`src/rtl/dram_uart_dump.sv`:
```
// dram_uart_dump: 32 x 8 distributed RAM bank with a synchronous write port and
// a UART (8N1) transmitter that streams the whole bank, address 0..31, on request.
//
// Ports:
//   clk        - system clock, all logic on rising edge
//   rst        - synchronous active-high reset (RAM contents untouched)
//   wr_en      - write strobe; ignored while a dump is running
//   wr_addr    - write address (5 bits)
//   wr_data    - write data (8 bits)
//   dump_start - level-sampled dump request, honoured only when idle
//   tx         - UART serial out, idle high
//   busy       - high for the whole dump
//   done       - one-cycle pulse in the cycle busy falls
module dram_uart_dump #(
  parameter int            CLKS_PER_BIT = 868,
  parameter logic [255:0]  INIT         = 256'h0
) (
  input  logic       clk,
  input  logic       rst,
  input  logic       wr_en,
  input  logic [4:0] wr_addr,
  input  logic [7:0] wr_data,
  input  logic       dump_start,
  output logic       tx,
  output logic       busy,
  output logic       done
);

  localparam logic [15:0] BAUD_MAX = 16'(CLKS_PER_BIT - 1);

  typedef enum logic [1:0] {IDLE, START, DATA, STOP} state_t;

  // Packed so byte k maps straight onto INIT[8k+7:8k]; loaded at configuration.
  logic [31:0][7:0] mem_q = INIT;

  state_t      state_q, state_d;
  logic [15:0] baud_q, baud_d;
  logic [2:0]  bit_q, bit_d;
  logic [4:0]  addr_q, addr_d;
  logic [7:0]  sh_q, sh_d;
  logic        tx_q, tx_d;
  logic        busy_q, busy_d;
  logic        done_q, done_d;
  logic        baud_end;

  // Writes are frozen during a dump so the streamed image is coherent.
  // The read below is asynchronous, so a same-edge write + load sees the old byte.
  always_ff @(posedge clk) begin
    if (wr_en && !busy_q) mem_q[wr_addr] <= wr_data;
  end

  assign baud_end = (baud_q == BAUD_MAX);

  always_comb begin
    state_d = state_q;
    baud_d  = baud_q;
    bit_d   = bit_q;
    addr_d  = addr_q;
    sh_d    = sh_q;
    tx_d    = tx_q;
    busy_d  = busy_q;
    done_d  = 1'b0;
    case (state_q)
      IDLE: begin
        tx_d = 1'b1;
        if (dump_start) begin
          addr_d  = 5'd0;
          sh_d    = mem_q[0];
          busy_d  = 1'b1;
          tx_d    = 1'b0;
          baud_d  = 16'd0;
          bit_d   = 3'd0;
          state_d = START;
        end
      end
      START: begin
        if (baud_end) begin
          baud_d  = 16'd0;
          bit_d   = 3'd0;
          tx_d    = sh_q[0];
          state_d = DATA;
        end else begin
          baud_d = baud_q + 16'd1;
        end
      end
      DATA: begin
        if (baud_end) begin
          baud_d = 16'd0;
          if (bit_q == 3'd7) begin
            tx_d    = 1'b1;
            state_d = STOP;
          end else begin
            bit_d = bit_q + 3'd1;
            sh_d  = sh_q >> 1;
            tx_d  = sh_q[1];  // next LSB after the shift
          end
        end else begin
          baud_d = baud_q + 16'd1;
        end
      end
      STOP: begin
        if (baud_end) begin
          baud_d = 16'd0;
          if (addr_q != 5'd31) begin
            // Next start bit begins immediately: no inter-frame gap.
            addr_d  = addr_q + 5'd1;
            sh_d    = mem_q[addr_q + 5'd1];
            tx_d    = 1'b0;
            state_d = START;
          end else begin
            addr_d  = 5'd0;
            busy_d  = 1'b0;
            done_d  = 1'b1;
            tx_d    = 1'b1;
            state_d = IDLE;
          end
        end else begin
          baud_d = baud_q + 16'd1;
        end
      end
      default: state_d = IDLE;
    endcase
  end

  always_ff @(posedge clk) begin
    if (rst) begin
      state_q <= IDLE;
      baud_q  <= 16'd0;
      bit_q   <= 3'd0;
      addr_q  <= 5'd0;
      sh_q    <= 8'd0;
      tx_q    <= 1'b1;
      busy_q  <= 1'b0;
      done_q  <= 1'b0;
    end else begin
      state_q <= state_d;
      baud_q  <= baud_d;
      bit_q   <= bit_d;
      addr_q  <= addr_d;
      sh_q    <= sh_d;
      tx_q    <= tx_d;
      busy_q  <= busy_d;
      done_q  <= done_d;
    end
  end

  assign tx   = tx_q;
  assign busy = busy_q;
  assign done = done_q;

endmodule

```
`config.mk`:
```
export PLATFORM = sky130hd
export DESIGN_NAME = dram_uart_dump
export DESIGN_NICKNAME = d
export VERILOG_FILES = /design/src/rtl/dram_uart_dump.sv
export SDC_FILE = /design/constraint.sdc
export NUM_CORES = 1
export LEC_CHECK = 0
export CORE_UTILIZATION = 40
export CTS_CLUSTER_SIZE = 25
export DETAILED_ROUTE_END_ITERATION = 16
export PLACE_DENSITY_LB_ADDON = 0.05
export SLEW_MARGIN = 10
export SYNTH_ARGS = -nofsm -noshare
export SYNTH_HDL_FRONTEND = slang
export SYNTH_SLANG_ARGS = --single-unit
export TNS_END_PERCENT = 30
```
`constraint.sdc`:
```
create_clock -name clk -period 2.9 [get_ports clk]
set_input_delay 0.29 -clock clk [delete_from_list [all_inputs] [get_ports clk]]
set_output_delay 0.29 -clock clk [all_outputs]
set_load 0.05 [all_outputs]
```
-- Yosys cells after proc, flatten, opt, wreduce, memory -nomap -nowiden
Index checks and enable logic that the tools add are counted.
- bits of input ports: 17
- output and inout port bits: 3
- word-level logic and storage cells: 118
- register bits after elaboration: 293
- reductions and logical operators: 15
- add/sub/neg operators: 3
- $lt $le $gt $ge: 3
- multiplexer cells: 41
- bitwise gates (word level): 2
- equality and inequality tests: 14
- operators with widths (kind ; count):
    $bwmux 256 ; 1
    $mux 8 ; 7
    $bmux 8 s5 ; 1
    $demux 8 s5 ; 1
    $mux 16 ; 2
    $pmux 16 s2 ; 1
    $pmux 8 s3 ; 1
    $add 16x1->16 const B ; 1
    $eq 16x10->1 const B ; 1
    $ne 2x2->1 const B ; 8
    $mux 5 ; 3
    $lt 5x6->1 const B ; 2
    $mux 3 ; 4
    $mux 1 ; 10
    $mux 2 ; 5
    $pmux 5 s2 ; 1
    $reduce_and 5->1 ; 2
    $pmux 3 s3 ; 1
    $pmux 2 s4 ; 1
    $reduce_and 3->1 ; 2
    $reduce_and 6->1 ; 1
    $reduce_bool 3->1 ; 2
    $reduce_or 3->1 ; 2
    $add 5x1->5 const B ; 1
    14 further kinds ; 17

-- Longest topological paths before layout
- word-level depth: 6
- gate-level depth with buffers: 9
- gate-level depth less buffers: 8

-- Worst setup path before layout
OpenSTA, ideal clock, no wires.
- path type: reg-to-reg
- start point: register addr_q[1]
- end point: register sh_q[2]
- path buffers: 2
- stages on the path, launching flop included: 8
- arrival: 2.373 ns
- library setup time: 0.132 ns
- clock period less this slack: 2.505 ns
- slack: 0.395 ns
- data required time: 2.768 ns
- cells stage by stage: dfxtp_1 > ha_1 > buf_2 > clkbuf_1 > mux4_2 > mux4_2 > a2111oi_0 > nor3_1
- longest elaborated chain between the ends: 6
- elaborated cells between the ends (all ways): 9
- classes of those cells: 1 x add/sub; 2 x eq/ne; 5 x mux; 1 x reduce/logical
- RTL lines (element ; line ; source):
    start: declaration ; 39 ; logic [4:0] addr_q, addr_d;
    start signal: assignment ; 139 ; addr_q <= addr_d;
    $add 5x1->5 ; 107 ; sh_d = mem_q[addr_q + 5'd1];
    $bmux 8 s5 ; 107 ;
    $mux 8 (implied by the code) ; 107 ;
    $mux 8 ; 104 ; if (addr_q != 5'd31) begin
    $mux 8 ; 102 ; if (baud_end) begin
    $pmux 8 s3 ; 63 ; case (state_q)
    end signal: assignment ; 131 ; sh_q <= 8'd0;
    end signal: assignment ; 140 ; sh_q <= sh_d;
    end: declaration ; 40 ; logic [7:0] sh_q, sh_d;
Parallel ways exist; a longest one is shown, timed or not. The select of a mux whose other input is x is not followed.
A chain may end at the register's enable or synchronous reset.

-- Final worst setup path
- start point: register addr_q[0]
- end point: register sh_q[5]
The elaborated chain is that of the path after synthesis.

==> flow_summary.html <==
<table>
<tr><th>Metric</th><th>Value</th></tr>
<tr><th colspan="2">STA</th></tr>
<tr><td>Final critical delay including setup and external delays</td><td>2.59 ns</td></tr>
<tr><td>Unrepaired setup endpoints after global routing</td><td>no</td></tr>
<tr><td>Fin Clk Skew</td><td>0.0188 ns</td></tr>
<tr><td>Highest achievable clock rate</td><td>386 MHz</td></tr>
<tr><td>Number of failing hold endpoints at the final stage</td><td>0</td></tr>
<tr><td>Number of setup violations in the final report</td><td>0</td></tr>
<tr><td>Transition at the pin with the smallest max-transition slack</td><td>0.728 ns</td></tr>
<tr><td>Setup TNS</td><td>0 ns</td></tr>
<tr><td>Slew Limit Fails</td><td>0</td></tr>
<tr><td>Relative max-transition margin</td><td>51.0%</td></tr>
<tr><td>Share of the cycle needed by the critical path after routing</td><td>89.4%</td></tr>
<tr><th colspan="2">Power and ir drop</th></tr>
<tr><td>Power density relative to cell area</td><td>723 nW/um^2</td></tr>
<tr><td>Largest voltage drop on the vdd net</td><td>450 uV</td></tr>
<tr><td>Static leakage power</td><td>4.48 nW</td></tr>
<tr><td>Total power draw</td><td>0.0101 W</td></tr>
<tr><th colspan="2">Clock network</th></tr>
<tr><td>Cts-stage hold buffer count</td><td>0</td></tr>
<tr><td>Post-CTS Resized</td><td>0</td></tr>
<tr><td>Clock transition at the registers of the reported paths</td><td>0.06 ns</td></tr>
<tr><td>Number of levels in the clock H-tree</td><td>2</td></tr>
<tr><td># clock sinks</td><td>293</td></tr>
<tr><td>Insertion delay to the later sink of the worst-skew pair</td><td>0.51 ns</td></tr>
<tr><td>TritonCTS Buffers</td><td>34</td></tr>
<tr><td>Number of setup buffers added after CTS</td><td>0</td></tr>
<tr><td>TritonCTS clock tree</td><td>yes</td></tr>
<tr><td>Master cell of the clock root buffer</td><td>clkbuf_16</td></tr>
<tr><td>Maximum count of clock buffers along a single path</td><td>3</td></tr>
<tr><th colspan="2">Critical path</th></tr>
<tr><td>Maximum cell stage delay along the critical path</td><td>0.53 ns</td></tr>
<tr><td>Data arrival time of the critical path</td><td>2.96 ns</td></tr>
<tr><td>Reg2reg start</td><td>addr_q[0]</td></tr>
<tr><td>Critical Path RT</td><td>3.27 ns</td></tr>
<tr><td>CP max FO</td><td>39</td></tr>
<tr><td>Path depth of the worst reg2reg path</td><td>6</td></tr>
<tr><td>Terminus of the critical flop-to-flop path</td><td>sh_q[5]</td></tr>
<tr><td>Setup crit start kind</td><td>flip-flop</td></tr>
<tr><td>Capturing element type of the critical path</td><td>flip-flop</td></tr>
<tr><td>Reg-to-reg setup timing slack</td><td>0.31 ns</td></tr>
<tr><td>Buffers and inverters on the worst path</td><td>1</td></tr>
<tr><td>Critical path, cell by cell</td><td>ha_2, buf_12, mux4_2, mux4_2, a2111oi_0, nor3_1</td></tr>
<tr><td>Crit Path Class</td><td>reg2reg</td></tr>
<tr><td>Top Family by Delay on Critical Path</td><td>multiplexers</td></tr>
<tr><td>Most Frequent Cell on Critical Path</td><td>mux4_2</td></tr>
<tr><td>Slowest stage cell, crit path</td><td>mux4_2</td></tr>
<tr><th colspan="2">Logic synthesis</th></tr>
<tr><td>Syn Nets</td><td>708</td></tr>
<tr><td>Post-Syn Area</td><td>11800 sq um</td></tr>
<tr><td>Post-synthesis instance total</td><td>681</td></tr>
<tr><td>Cell variety after synth</td><td>47</td></tr>
<tr><td>Post-synth EDFFs</td><td>256</td></tr>
<tr><td>#FFs+latches synth</td><td>293</td></tr>
<tr><td>Average cell area after synthesis</td><td>17.4 sq um</td></tr>
<tr><td>Proportion of synthesized chip area in sequential cells</td><td>71.3%</td></tr>
<tr><td>Warnings from Yosys</td><td>0</td></tr>
<tr><td>FFs w/ async S/R, synth</td><td>0%</td></tr>
<tr><td>Dominant synthesized flop cell</td><td>edfxtp_1</td></tr>
<tr><th colspan="2">GRT</th></tr>
<tr><td>Antenna violations before repair</td><td>0</td></tr>
<tr><td>Remaining Overflow, GRT</td><td>0</td></tr>
<tr><td>Wire length of the first global-routing pass</td><td>42200 um</td></tr>
<tr><td>Global-route usage over all layers</td><td>19.1%</td></tr>
<tr><td>Vias in the first global route</td><td>6603</td></tr>
<tr><td>Largest net degree at the start of global routing</td><td>40</td></tr>
<tr><th colspan="2">Hold path</th></tr>
<tr><td>WHS Path Cells</td><td>1</td></tr>
<tr><td>Origin of the worst min-delay path</td><td>tx</td></tr>
<tr><td>Type of the most critical hold path</td><td>reg2reg</td></tr>
<tr><td>Terminating pin of the worst hold path</td><td>tx</td></tr>
<tr><th colspan="2">Detailed routing</th></tr>
<tr><td>DRC violations left</td><td>0</td></tr>
<tr><td>Antenna Violating Nets Remaining</td><td>0</td></tr>
<tr><td>Total wirelength of the detailed-routed design</td><td>27600 um</td></tr>
<tr><td>Iter 0 DRT Violations</td><td>571</td></tr>
<tr><td>DRT Pass-1 Iters</td><td>5</td></tr>
<tr><td>Wirelength per Cell</td><td>23.5 um</td></tr>
<tr><td>Via/cell ratio</td><td>5.40</td></tr>
<tr><td>Via count</td><td>6355</td></tr>
<tr><th colspan="2">Final layout</th></tr>
<tr><td>Proportion of layout cells with a drive suffix above 1</td><td>24.4%</td></tr>
<tr><td>Final layout net count</td><td>793</td></tr>
<tr><td>Layout area overhead</td><td>17.7%</td></tr>
<tr><th colspan="2">Floorplan</th></tr>
<tr><td>Area of the die</td><td>30200 sq um</td></tr>
<tr><td>Standard-cell rows</td><td>62</td></tr>
<tr><td>Core Box Area</td><td>28900 sq um</td></tr>
<tr><td>Initial Utilization</td><td>41.0%</td></tr>
<tr><td>Die boundary height</td><td>174 um</td></tr>
<tr><td>Die outline width</td><td>174 um</td></tr>
<tr><td>I/O pin cnt</td><td>20</td></tr>
<tr><th colspan="2">Placed design</th></tr>
<tr><td>Routability-driven placement congestion ratio</td><td>0.848</td></tr>
<tr><td>Buffers on Ports</td><td>19</td></tr>
<tr><td>Placed wire-length estimate after detailed placement</td><td>18200 um</td></tr>
<tr><th colspan="2">Status</th></tr>
<tr><td>Result of the run</td><td>complete, no violations</td></tr>
<tr><th colspan="2">Flow run</th></tr>
<tr><td>Max-cap violation count</td><td>0</td></tr>
</table>
==> final cells by class <==
| type | count | area [sq um] |
|---|---|---|
| diodes | 2 | 5.00 |
| repair buffers | 82 | 688 |
| well taps | 384 | 480 |
| clock inverters | 18 | 115 |
| flip-flops and latches | 293 | 8430 |
| inverters | 6 | 22.5 |
| fillers | 2470 | 14900 |
| multi-input cells | 349 | 3210 |
| clock buffers | 42 | 965 |
==> layout by cell type (no fill, tap or decap), types with 4 or more instances in the layout <==
cell type        count
edfxtp_1           256
nor2_1              75
mux4_2              72
buf_4               61
nand2_1             52
clkbuf_16           37
dfxtp_1             36
a21oi_1             26
clkdlybuf4s50_1     19
nor3_1              12
ha_1                 9
nand3_1              8
xor2_1               8
a2111oi_0            8
clkinv_2             8
a221o_1              7
inv_1                6
xnor2_1              6
clkinv_1             6
or3_1                5
nand2b_1             5
o21ai_0              5
nand4_1              5
and3_1               4
and2_1               4
mux2i_1              4
==> routing by layer <==
| layer | track usage, % | vias to the layer above | routed length, um | part of all wire, % |
|---|---|---|---|---|
| li1 | - | 2875 | - | - |
| met1 | 25.9 | 3287 | 11900 | 43 |
| met2 | 31.6 | 156 | 13800 | 50 |
| met3 | 3.24 | 37 | 1260 | 4.6 |
| met4 | 5.99 | 0 | 674 | 2.4 |
| met5 | 0 | - | 0 | 0 |
==> power by group <==
part / internal [W] / switching [W] / total, W
clock network: 0.00244 / 0.00161 / 0.00405
registers: 0.00470 / 0.0000677 / 0.00477
logic: 0.000490 / 0.000746 / 0.00124
total: 0.00763 / 0.00242 / 0.0101
==> stage by stage <==
step / setup WS (ns) / cells / hold slack (ns) / instance area, sq um / util, %
2_1_floorplan: 0.395 / 681 / 0.389 / 11800 / -
3_3_place_gp: 0.330 / 1114 / 0.448 / 12800 / 44.5
3_5_place_dp: 0.319 / 1114 / 0.451 / 12800 / 44.5
4_1_cts: 0.311 / 1174 / 0.466 / 13900 / 48.2
5_1_grt: 0.142 / 1174 / 0.488 / 13900 / 48.2
6_report: 0.307 / 1176 / 0.462 / 13900 / 48.2
==> state kept, by name, indices dropped and copies added, names as in the netlist <==
name     cells
sh_q         8
bit_q        3
state_q      2
baud_q      16
mem_q      256
done         1
addr_q       5
tx           1
busy         1
==> kinds of logic after synthesis <==
group / count (synthesis) / synth area share (%)
flip-flops: 293 / 71.3
XOR/XNOR: 15 / 1.11
AND/OR/NAND/NOR: 189 / 7.39
buffers and inverters: 39 / 1.63
AO/OA/AOI/OAI: 59 / 3.44
adder cells (fa/ha/maj): 10 / 1.06
multiplexers: 76 / 14.1
==> Yosys cell counts, drive strengths merged (3+ instances only) <==
master | instances | share of area (%)
nand2b | 5 | 0.26
mux2i | 4 | 0.34
a2111oi | 8 | 0.59
nor2 | 75 | 2.4
or3b | 3 | 0.22
a221o | 7 | 0.59
inv | 6 | 0.19
clkbuf | 18 | 0.58
a211oi | 3 | 0.19
nor4 | 3 | 0.21
and2 | 4 | 0.21
o21ai | 5 | 0.21
dfxtp | 37 | 6.3
mux4 | 72 | 14
nand4 | 5 | 0.26
and3 | 4 | 0.21
xor2 | 9 | 0.67
ha | 10 | 1.1
buf | 15 | 0.86
nor3b | 3 | 0.19
nand3 | 8 | 0.34
nand3b | 3 | 0.19
nor3 | 12 | 0.51
nand2 | 52 | 1.7
or3 | 5 | 0.26
xnor2 | 6 | 0.44
edfxtp | 256 | 65
a21oi | 26 | 1.1
==> how the worst max path moves through the flow <==
stage	endpoint	cells past startpoint	from
after floorplan	sh_q[2]	7	addr_q[1]
after global placement	sh_q[3]	6	addr_q[0]
after detailed placement	sh_q[5]	6	addr_q[0]
after CTS	sh_q[5]	6	addr_q[0]
after global routing	sh_q[0]	7	baud_q[0]
final	sh_q[5]	6	addr_q[0]
(Power assumes the default switching activity.)
